<file path="config.mk">
export PLATFORM = sky130hd
export DESIGN_NAME = multiplication_unit
export DESIGN_NICKNAME = d
export VERILOG_FILES = /design/src/rtl/arith_pkg.sv /design/src/rtl/multiplication_unit_shift_add_step.sv /design/src/rtl/multiplication_unit.sv
export SDC_FILE = /design/constraint.sdc
export NUM_CORES = 1
export LEC_CHECK = 0
export BUFFER_PORTS_ARGS = -buffer_cell sky130_fd_sc_hd__buf_4
export CAP_MARGIN = 20
export CORE_MARGIN = 3
export CORE_UTILIZATION = 54
export CTS_CLUSTER_SIZE = 8
export DETAILED_ROUTE_END_ITERATION = 10
export GPL_TIMING_DRIVEN = 0
export PLACE_DENSITY_LB_ADDON = 0.3
export SYNTH_ARGS = -nofsm -noshare
export SYNTH_HDL_FRONTEND = slang
export SYNTH_HIERARCHICAL = 1
export SYNTH_SLANG_ARGS = --single-unit
</file>
<file path="constraint.sdc">
create_clock -name clk -period 2.7 [get_ports clk]
set_input_delay 0.135 -clock clk [delete_from_list [all_inputs] [get_ports clk]]
set_output_delay 0.135 -clock clk [all_outputs]
set_load 0.02 [all_outputs]
</file>
<file path="src/rtl/arith_pkg.sv">
// Shared definitions for the arithmetic units: FSM state encoding and default operand width.
package arith_pkg;

    localparam int ARITH_WIDTH = 8;

    typedef enum logic [1:0] {
        IDLE   = 2'd0,
        CALC   = 2'd1,
        FINISH = 2'd2
    } arith_state_t;

endpackage

</file>
<file path="src/rtl/multiplication_unit_shift_add_step.sv">
// One combinational shift-and-add iteration: conditionally accumulate, then shift both operands.
module shift_add_step #(
    parameter int WIDTH = 8
) (
    input  logic [2*WIDTH-1:0] acc,
    input  logic [2*WIDTH-1:0] mcand,
    input  logic [WIDTH-1:0]   mplier,
    output logic [2*WIDTH-1:0] acc_next,
    output logic [2*WIDTH-1:0] mcand_next,
    output logic [WIDTH-1:0]   mplier_next
);

    // The product of two WIDTH-bit values always fits 2*WIDTH bits, so no carry out is kept.
    assign acc_next    = mplier[0] ? (acc + mcand) : acc;
    assign mcand_next  = mcand << 1;
    assign mplier_next = mplier >> 1;

endmodule

</file>
<file path="src/rtl/multiplication_unit.sv">
// Sequential unsigned shift-and-add multiplier: WIDTH iterations per operation, zero-operand shortcut.
module multiplication_unit
    import arith_pkg::*;
#(
    parameter int WIDTH = ARITH_WIDTH
) (
    input  logic                 clk,
    input  logic                 reset,
    input  logic                 start,
    input  logic [WIDTH-1:0]     multiplicand,
    input  logic [WIDTH-1:0]     multiplier,
    output logic [2*WIDTH-1:0]   product,
    output logic                 overflow,
    output logic                 busy,
    output logic                 done
);

    localparam int CNT_W = $clog2(WIDTH + 1);

    arith_state_t          state_reg;
    arith_state_t          state_next;
    logic [2*WIDTH-1:0]    acc_reg;
    logic [2*WIDTH-1:0]    mcand_reg;
    logic [WIDTH-1:0]      mplier_reg;
    logic [CNT_W-1:0]      count_reg;
    logic [2*WIDTH-1:0]    product_reg;
    logic                  overflow_reg;

    logic [2*WIDTH-1:0]    acc_next;
    logic [2*WIDTH-1:0]    mcand_next;
    logic [WIDTH-1:0]      mplier_next;
    logic                  zero_operand;
    logic                  last_iter;

    shift_add_step #(.WIDTH(WIDTH)) u_step (
        .acc         (acc_reg),
        .mcand       (mcand_reg),
        .mplier      (mplier_reg),
        .acc_next    (acc_next),
        .mcand_next  (mcand_next),
        .mplier_next (mplier_next)
    );

    assign zero_operand = (multiplicand == '0) || (multiplier == '0);
    assign last_iter    = (count_reg == CNT_W'(1));

    always_comb begin
        state_next = state_reg;
        busy       = (state_reg != IDLE);
        done       = (state_reg == FINISH);
        case (state_reg)
            IDLE:    if (start) state_next = zero_operand ? FINISH : CALC;
            CALC:    if (last_iter) state_next = FINISH;
            FINISH:  state_next = IDLE;
            default: state_next = IDLE;
        endcase
    end

    always_ff @(posedge clk) begin
        if (reset) begin
            state_reg    <= IDLE;
            acc_reg      <= '0;
            mcand_reg    <= '0;
            mplier_reg   <= '0;
            count_reg    <= '0;
            product_reg  <= '0;
            overflow_reg <= 1'b0;
        end else begin
            state_reg <= state_next;
            case (state_reg)
                IDLE: begin
                    if (start) begin
                        mcand_reg  <= {{WIDTH{1'b0}}, multiplicand};
                        mplier_reg <= multiplier;
                        acc_reg    <= '0;
                        count_reg  <= CNT_W'(WIDTH);
                        // Zero shortcut completes immediately, so the result is published now.
                        if (zero_operand) begin
                            product_reg  <= '0;
                            overflow_reg <= 1'b0;
                        end
                    end
                end
                CALC: begin
                    acc_reg    <= acc_next;
                    mcand_reg  <= mcand_next;
                    mplier_reg <= mplier_next;
                    count_reg  <= count_reg - CNT_W'(1);
                    if (last_iter) begin
                        product_reg  <= acc_next;
                        overflow_reg <= |acc_next[2*WIDTH-1:WIDTH];
                    end
                end
                default: ;
            endcase
        end
    end

    assign product  = product_reg;
    assign overflow = overflow_reg;

endmodule

</file>
==> results.py, run 1 <==
metrics = {
    "run_status": {
        "outcome": "complete, but fails checks",
        "violations": "negative setup slack",
    },
    "global_route": {
        "grt_max_degree": 12,
        "grt_pass1_wl_um": 16780,
        "grt_pass1_vias": 3455,
        "antenna_found_initial": 0,
        "groute.usage.overall_pct": 25.48,
        "grt_overflow": 0,
    },
    "timing": {
        "worst_pin_slew_ns": 0.5901,
        "period_minus_slack_ns": 2.960,
        "finalSetupTns_ns": -0.2602,
        "hold_viol": 0,
        "rsz0062_at_grt": "true",
        "drv_slew": 0,
        "post-route-period-util_pct": 109.6,
        "slew_headroom_pct": 60.24,
        "layout_setup_ws_ns": -0.2602,
        "finClkSkew_ns": 0.01423,
        "fmax_mhz": 337.8,
        "setup_violations": 1,
    },
    "power": {
        "clkPwrFrac_pct": 41.0,
        "p_sw_share_pct": 28.54,
        "leakagePower_nw": 2.003,
        "powerDensity_nw_per_um2": 551.3,
        "p_int_mw": 1.805,
        "p_comb_share_pct": 19.0,
        "vdd_drop_max_mv": 0.4787,
        "pwr-share-seq_pct": 40.0,
        "power.switching_mw": 0.7210,
    },
    "critical_path": {
        "crit_path_start_kind": "register",
        "slowest_stage": "or4_1",
        "worst-path-buf-inv": 0,
        "crit_type": "register to register",
        "end_kind": "register",
        "critical-path-top-delay-family": "compound AO/OA/AOI/OAI gates",
        "cp_cell_sequence": "ha_4 -> fa_2 -> a21oi_2 -> o21ai_2 -> a31o_1 -> a21oi_4 -> xnor2_1 -> mux2_4 -> or4_1 -> o211a_1 -> nor2_1 -> a211oi_1",
        "crit_required_ns": 2.92,
        "critical-path-max-stage-delay_ns": 0.48,
        "worst-path-max-fanout": 4,
        "critical_path_arrival_ns": 3.18,
    },
    "yosys": {
        "synth_top_area_share_pct": 33.32,
        "synth_edf_count": 0,
        "synth_xor_area_share_pct": 1.620,
        "syn_avg_cell_area_um2": 8.300,
        "synth_compound_area_share_pct": 28.10,
        "yosys_register_bits": 63,
        "synth_top_family_by_area": "compound AO/OA/AOI/OAI gates",
        "yosys.area.top_type": "dfxtp_1",
        "synthAdderAreaFrac_pct": 6.149,
        "synth_mux_area_share_pct": 2.975,
        "yosys.cell_types.count": 58,
        "ys_seq_area_share_pct": 33.32,
        "synth_cells": 456,
        "synth-async-reset-ratio_pct": 0,
        "ys.flop_type": "dfxtp_1",
        "synth-simple-area-share_pct": 16.66,
        "ys_top_cells_by_area": "dfxtp_1, nor2_1, ha_1, buf_4, a22oi_1",
        "ys.warnings.count": 6,
        "syn-cell-area_um2": 3785,
    },
    "place": {
        "gp_congestion": 0.8503,
        "place_inst": 586,
        "numPortBuffers": 36,
        "post-place-ws_ns": -0.4108,
        "dp_hpwl_um": 7296,
    },
    "die": {
        "die-area_um2": 8050,
        "die_height_um": 89.72,
        "design.core.area_um2": 6568,
        "io_pins": 38,
        "floorplan.initialDensity_pct": 57.63,
        "core.rowCount": 29,
        "fp.dieW_um": 89.72,
    },
    "cts": {
        "clock_path_buffers": 2,
        "cts_buffers": 9,
        "clock_sinks": 63,
        "clock_latency_ns": 0.36,
        "path_clk_slew_ns": 0.08,
        "cts_tree": "yes",
        "cts-htree-levels": 3,
        "cts_root_buffer": "clkbuf_8",
        "ctsHoldBuffers": 0,
    },
    "finish": {
        "n_fill_cell": 495,
        "drive_gt1_share_pct": 28.21,
        "utilization_pct": 69.77,
        "finalNonFillerCells": 607,
        "diodes": 0,
        "nNetsFinal": 546,
        "areaGrowthSynthToFinish_pct": 21.06,
    },
    "route": {
        "viasPerCell": 6.044,
        "drt-total-wl_um": 10380,
        "ant_nets": 0,
        "wl_per_cell_um": 17.10,
        "dr.pass1.iters": 5,
        "dr.first_iter.drc_count": 320,
        "drc": 0,
        "dr_total_vias": 3669,
    },
    "run": {
        "cap_violations": 0,
    },
    "worst_hold_path": {
        "hp-class": "input port to register",
    },
}
area by class of cell:
class / count / area [µm²] / area share, %
Sequential cell: 63 / 1266 / 27.64
Timing Repair Buffer: 43 / 322.8 / 7.045
Clock buffer: 11 / 141.4 / 3.086
Clock inverter: 5 / 103.9 / 2.267
Inverter: 8 / 30.03 / 0.6554
Tap cell: 93 / 116.4 / 2.540
Buffer: 57 / 381.6 / 8.329
Multi-Input combinational cell: 327 / 2220 / 48.44
cells in the mapped netlist, types with 10 or more instances:
library cell  number
a22oi_1           26
clkbuf_1          12
a21o_1            10
a311oi_1          16
ha_1              17
buf_4             27
buf_2             13
dfxtp_1           63
nand2_1           44
a211oi_1          19
a21oi_1           31
nor2_1            63
a31oi_1           18
stage by stage:
step                      power (mW)  hold WS [ns]  area [µm²]
after floorplan                1.359        0.2854        3809
after global placement         1.474        0.4257        4195
after detailed placement       1.483        0.4293        4195
after CTS                      2.505       0.04038        4474
after global routing           2.613       0.04662        4582
final                          2.526       0.04479        4582
worst register-to-register path, stage by stage (launching register included):
cell,delay (ns)
dfxtp_2,0.35
ha_4,0.18
fa_2,0.35
a21oi_2,0.18
o21ai_2,0.09
a31o_1,0.22
a21oi_4,0.18
xnor2_1,0.09
mux2_4,0.29
or4_1,0.48
o211a_1,0.23
nor2_1,0.10
a211oi_1,0.08
final timing paths:
kind | endpoint | depth (start not counted) | slack [ns] | start
max | overflow | 12 | -0.26 | mcand_reg[0]
min reg2reg | mplier_reg[5] | 2 | 0.51 | mplier_reg[5]
min | mcand_reg[0] | 3 | 0.04 | multiplicand[0]
max reg2reg | overflow | 12 | -0.26 | mcand_reg[0]
layer usage:
metal,up-vias,track usage (%),wire [µm]
li1,1748,-,-
met1,1733,35.11,4586
met2,172,38.85,4798
met3,16,5.342,812
met4,0,10.60,182
met5,-,0,0
cell usage in the layout (no fill, tap or decap), drive strengths merged, types with 3 or more instances in the layout:
| cell | synthesis | final |
|---|---|---|
| buf | 45 | 88 |
| nor2 | 64 | 64 |
| dfxtp | 63 | 63 |
| nand2 | 45 | 45 |
| a21oi | 34 | 34 |
| a22oi | 27 | 27 |
| clkbuf | 14 | 23 |
| a211oi | 21 | 21 |
| a31oi | 18 | 18 |
| ha | 17 | 17 |
| a311oi | 16 | 16 |
| a21o | 10 | 10 |
| inv | 8 | 9 |
| o21ai | 8 | 8 |
| nand3 | 7 | 7 |
| mux2 | 7 | 7 |
| nand4 | 5 | 5 |
| nor4 | 4 | 4 |
| nor3 | 4 | 4 |
| xnor2 | 4 | 4 |
| bufinv | 0 | 3 |
| mux2i | 3 | 3 |
| or4 | 3 | 3 |
| xor2 | 3 | 3 |
logic make-up after synthesis:
group,after synthesis
fa+ha+maj,18
flops,63
other cells,1
compound gates,147
buf+inv,67
simple gates,143
mux,10
xor+xnor,7
power groups by stage:
stage | sequential (mW) | clock [mW] | combinational (mW)
final | 1.01 | 1.04 | 0.481
after global routing | 1.01 | 1.07 | 0.525
after CTS | 1.01 | 1.03 | 0.463
after detailed placement | 1.03 | 0 | 0.456
after global placement | 1.03 | 0 | 0.448
after floorplan | 1.02 | 0 | 0.343
what timing repair did:
action | in CTS | in global routing
endpoints found under the setup margin | 2 | 3
resized for setup | 2 | 17
setup buffers | 3 | 4
pin swaps | 5 | 8
Note: power is estimated with default switching activity, not from simulation.
==> run 2, diff against run 1 <==
--- a/config.mk
+++ b/config.mk
@@ -7,6 +7,7 @@
 export LEC_CHECK = 0
 export BUFFER_PORTS_ARGS = -buffer_cell sky130_fd_sc_hd__buf_4
 export CAP_MARGIN = 20
+export CORE_ASPECT_RATIO = 1.5
 export CORE_MARGIN = 3
 export CORE_UTILIZATION = 54
 export CTS_CLUSTER_SIZE = 8
==> results.py, run 2 (synthesized netlist as in run 1, its figures left out) <==
metrics = {
    "power": {
        "p_sw_share_pct": 29.25,
        "power.switching_mw": 0.7394,
        "pwr-share-seq_pct": 39.8,
        "power_mw": 2.528,
        "p_int_mw": 1.789,
        "clkPwrFrac_pct": 41.9,
        "p_comb_share_pct": 18.3,
        "leakagePower_nw": 1.985,
        "powerDensity_nw_per_um2": 565.1,
        "vdd_drop_max_mv": 0.3797,
    },
    "cts": {
        "path_clk_slew_ns": 0.08,
        "clock_latency_ns": 0.35,
        "cts_buffers": 9,
        "cts_tree": "yes",
        "cts-htree-levels": 3,
        "clock_sinks": 63,
        "cts_root_buffer": "clkbuf_8",
        "clock_path_buffers": 2,
        "ctsHoldBuffers": 0,
    },
    "global_route": {
        "groute.usage.overall_pct": 25.10,
        "grt_pass1_vias": 3395,
        "antenna_found_initial": 0,
        "grt_max_degree": 14,
        "grt_overflow": 0,
        "grt_pass1_wl_um": 15790,
    },
    "timing": {
        "setup_violations": 1,
        "worst_pin_slew_ns": 0.6276,
        "rsz0062_at_grt": "true",
        "finClkSkew_ns": 0.01115,
        "slew_headroom_pct": 57.80,
        "hold_ws_ns": 0.06398,
        "period_minus_slack_ns": 2.941,
        "finalSetupTns_ns": -0.2410,
        "layout_setup_ws_ns": -0.2410,
        "fmax_mhz": 340.0,
        "post-route-period-util_pct": 108.9,
        "drv_slew": 0,
        "hold_viol": 0,
    },
    "critical_path": {
        "worst-path-max-fanout": 5,
        "critical_path_arrival_ns": 3.15,
        "crit_path_start_kind": "register",
        "critical-path-max-stage-delay_ns": 0.58,
        "crit_start": "acc_reg[7]",
        "slowest_stage": "or4_1",
        "crit_required_ns": 2.91,
        "critical-path-top-delay-family": "compound AO/OA/AOI/OAI gates",
        "worst-path-buf-inv": 0,
        "reg2reg_depth": 11,
        "end_kind": "register",
        "cp_cell_sequence": "ha_1 -> a21o_1 -> a21o_1 -> a21oi_1 -> o32ai_2 -> mux2i_1 -> nand2_1 -> or4_1 -> o211a_1 -> nor2_1 -> a211oi_1",
        "crit_path_frequent_cell": "a21o_1",
        "crit_type": "register to register",
        "r2r-start": "acc_reg[7]",
        "r2r_end": "overflow",
        "reg2reg_setup_slack_ns": -0.24,
        "endpoint": "overflow",
        "cp.depth": 11,
    },
    "place": {
        "dp_hpwl_um": 7200,
        "numPortBuffers": 36,
        "place_inst": 569,
        "post-place-ws_ns": -0.3482,
        "gp_congestion": 0.9059,
    },
    "finish": {
        "drive_gt1_share_pct": 26.57,
        "diodes": 0,
        "areaGrowthSynthToFinish_pct": 18.21,
        "n_fill_cell": 573,
        "finalNonFillerCells": 584,
        "final_cell_mix": "buf_4, nor2_1, dfxtp_1, nand2_1, a21oi_1",
        "nNetsFinal": 540,
        "mostFrequentLayoutCell": "buf_4",
    },
    "route": {
        "wl_per_cell_um": 16.25,
        "drt-total-wl_um": 9492,
        "dr_total_vias": 3552,
        "dr.pass1.iters": 5,
        "viasPerCell": 6.082,
        "drc": 0,
        "ant_nets": 0,
        "dr.first_iter.drc_count": 238,
    },
    "worst_hold_path": {
        "hp-class": "input port to register",
        "whs_path_depth": 3,
    },
    "run_status": {
        "violations": "negative setup slack",
        "outcome": "complete, but fails checks",
    },
    "die": {
        "die_height_um": 108.5,
        "fp.dieW_um": 74.36,
        "floorplan.initialDensity_pct": 56.78,
        "die-area_um2": 8070,
        "design.core.area_um2": 6666,
        "core.rowCount": 36,
        "io_pins": 38,
    },
    "run": {
        "cap_violations": 0,
    },
}
==> run 2: per-layer routing <==
metal,up-vias,wire length [µm],global-route usage (%)
li1,1743,-,-
met1,1661,3827,30.01
met2,127,4893,43.40
met3,21,491,4.837
met4,0,278,9.796
met5,-,0,0
==> run 2: cell type report <==
type / count / area, µm² / share of cell area [%]
buffer: 57 / 381.6 / 8.529
multi-input combinational: 327 / 2173 / 48.57
inverter: 8 / 30.03 / 0.6711
sequential: 63 / 1265 / 28.27
clock inverter: 7 / 127.6 / 2.852
tap: 76 / 95.09 / 2.125
clock buffer: 9 / 123.9 / 2.768
timing repair buffer: 37 / 277.8 / 6.208
==> run 2: timing repair <==
item                                    CTS  global route
pin swaps                                 4             4
endpoints found under the hold margin     0             0
endpoints found under the setup margin    1             3
buffers inserted                          0             1
gates resized for setup                   4             7
==> run 2: per-stage QoR <==
stage	area [µm²]	util, %
after global placement	4174	62.61
after CTS	4442	66.63
final	4474	67.12
after global routing	4474	67.12
after floorplan	3809	-
after detailed placement	4174	62.61
==> run 2: power by group through the flow <==
stage | Combinational (mW) | Sequential, mW | Clock (mW)
after CTS | 0.460 | 1.01 | 1.06
after global routing | 0.510 | 1.01 | 1.10
after detailed placement | 0.457 | 1.02 | 0
final | 0.464 | 1.01 | 1.06
after global placement | 0.449 | 1.02 | 0
after floorplan | 0.343 | 1.02 | 0
==> run 2: worst min path at each step <==
stage | startpoint | endpoint | slack, ns
floorplan | start | state_reg[0] | 0.29
finish | multiplicand[0] | mcand_reg[0] | 0.06
CTS | multiplier[1] | mplier_reg[1] | 0.06
detailed placement | multiplier[3] | mplier_reg[3] | 0.43
global placement | multiplier[4] | mplier_reg[4] | 0.43
global route | multiplicand[1] | mcand_reg[1] | 0.07
==> run 2: worst min-delay path: stages <==
cell and delay [ns]:
buf_4 0.11, nand2_1 0.05, a311oi_1 0.08
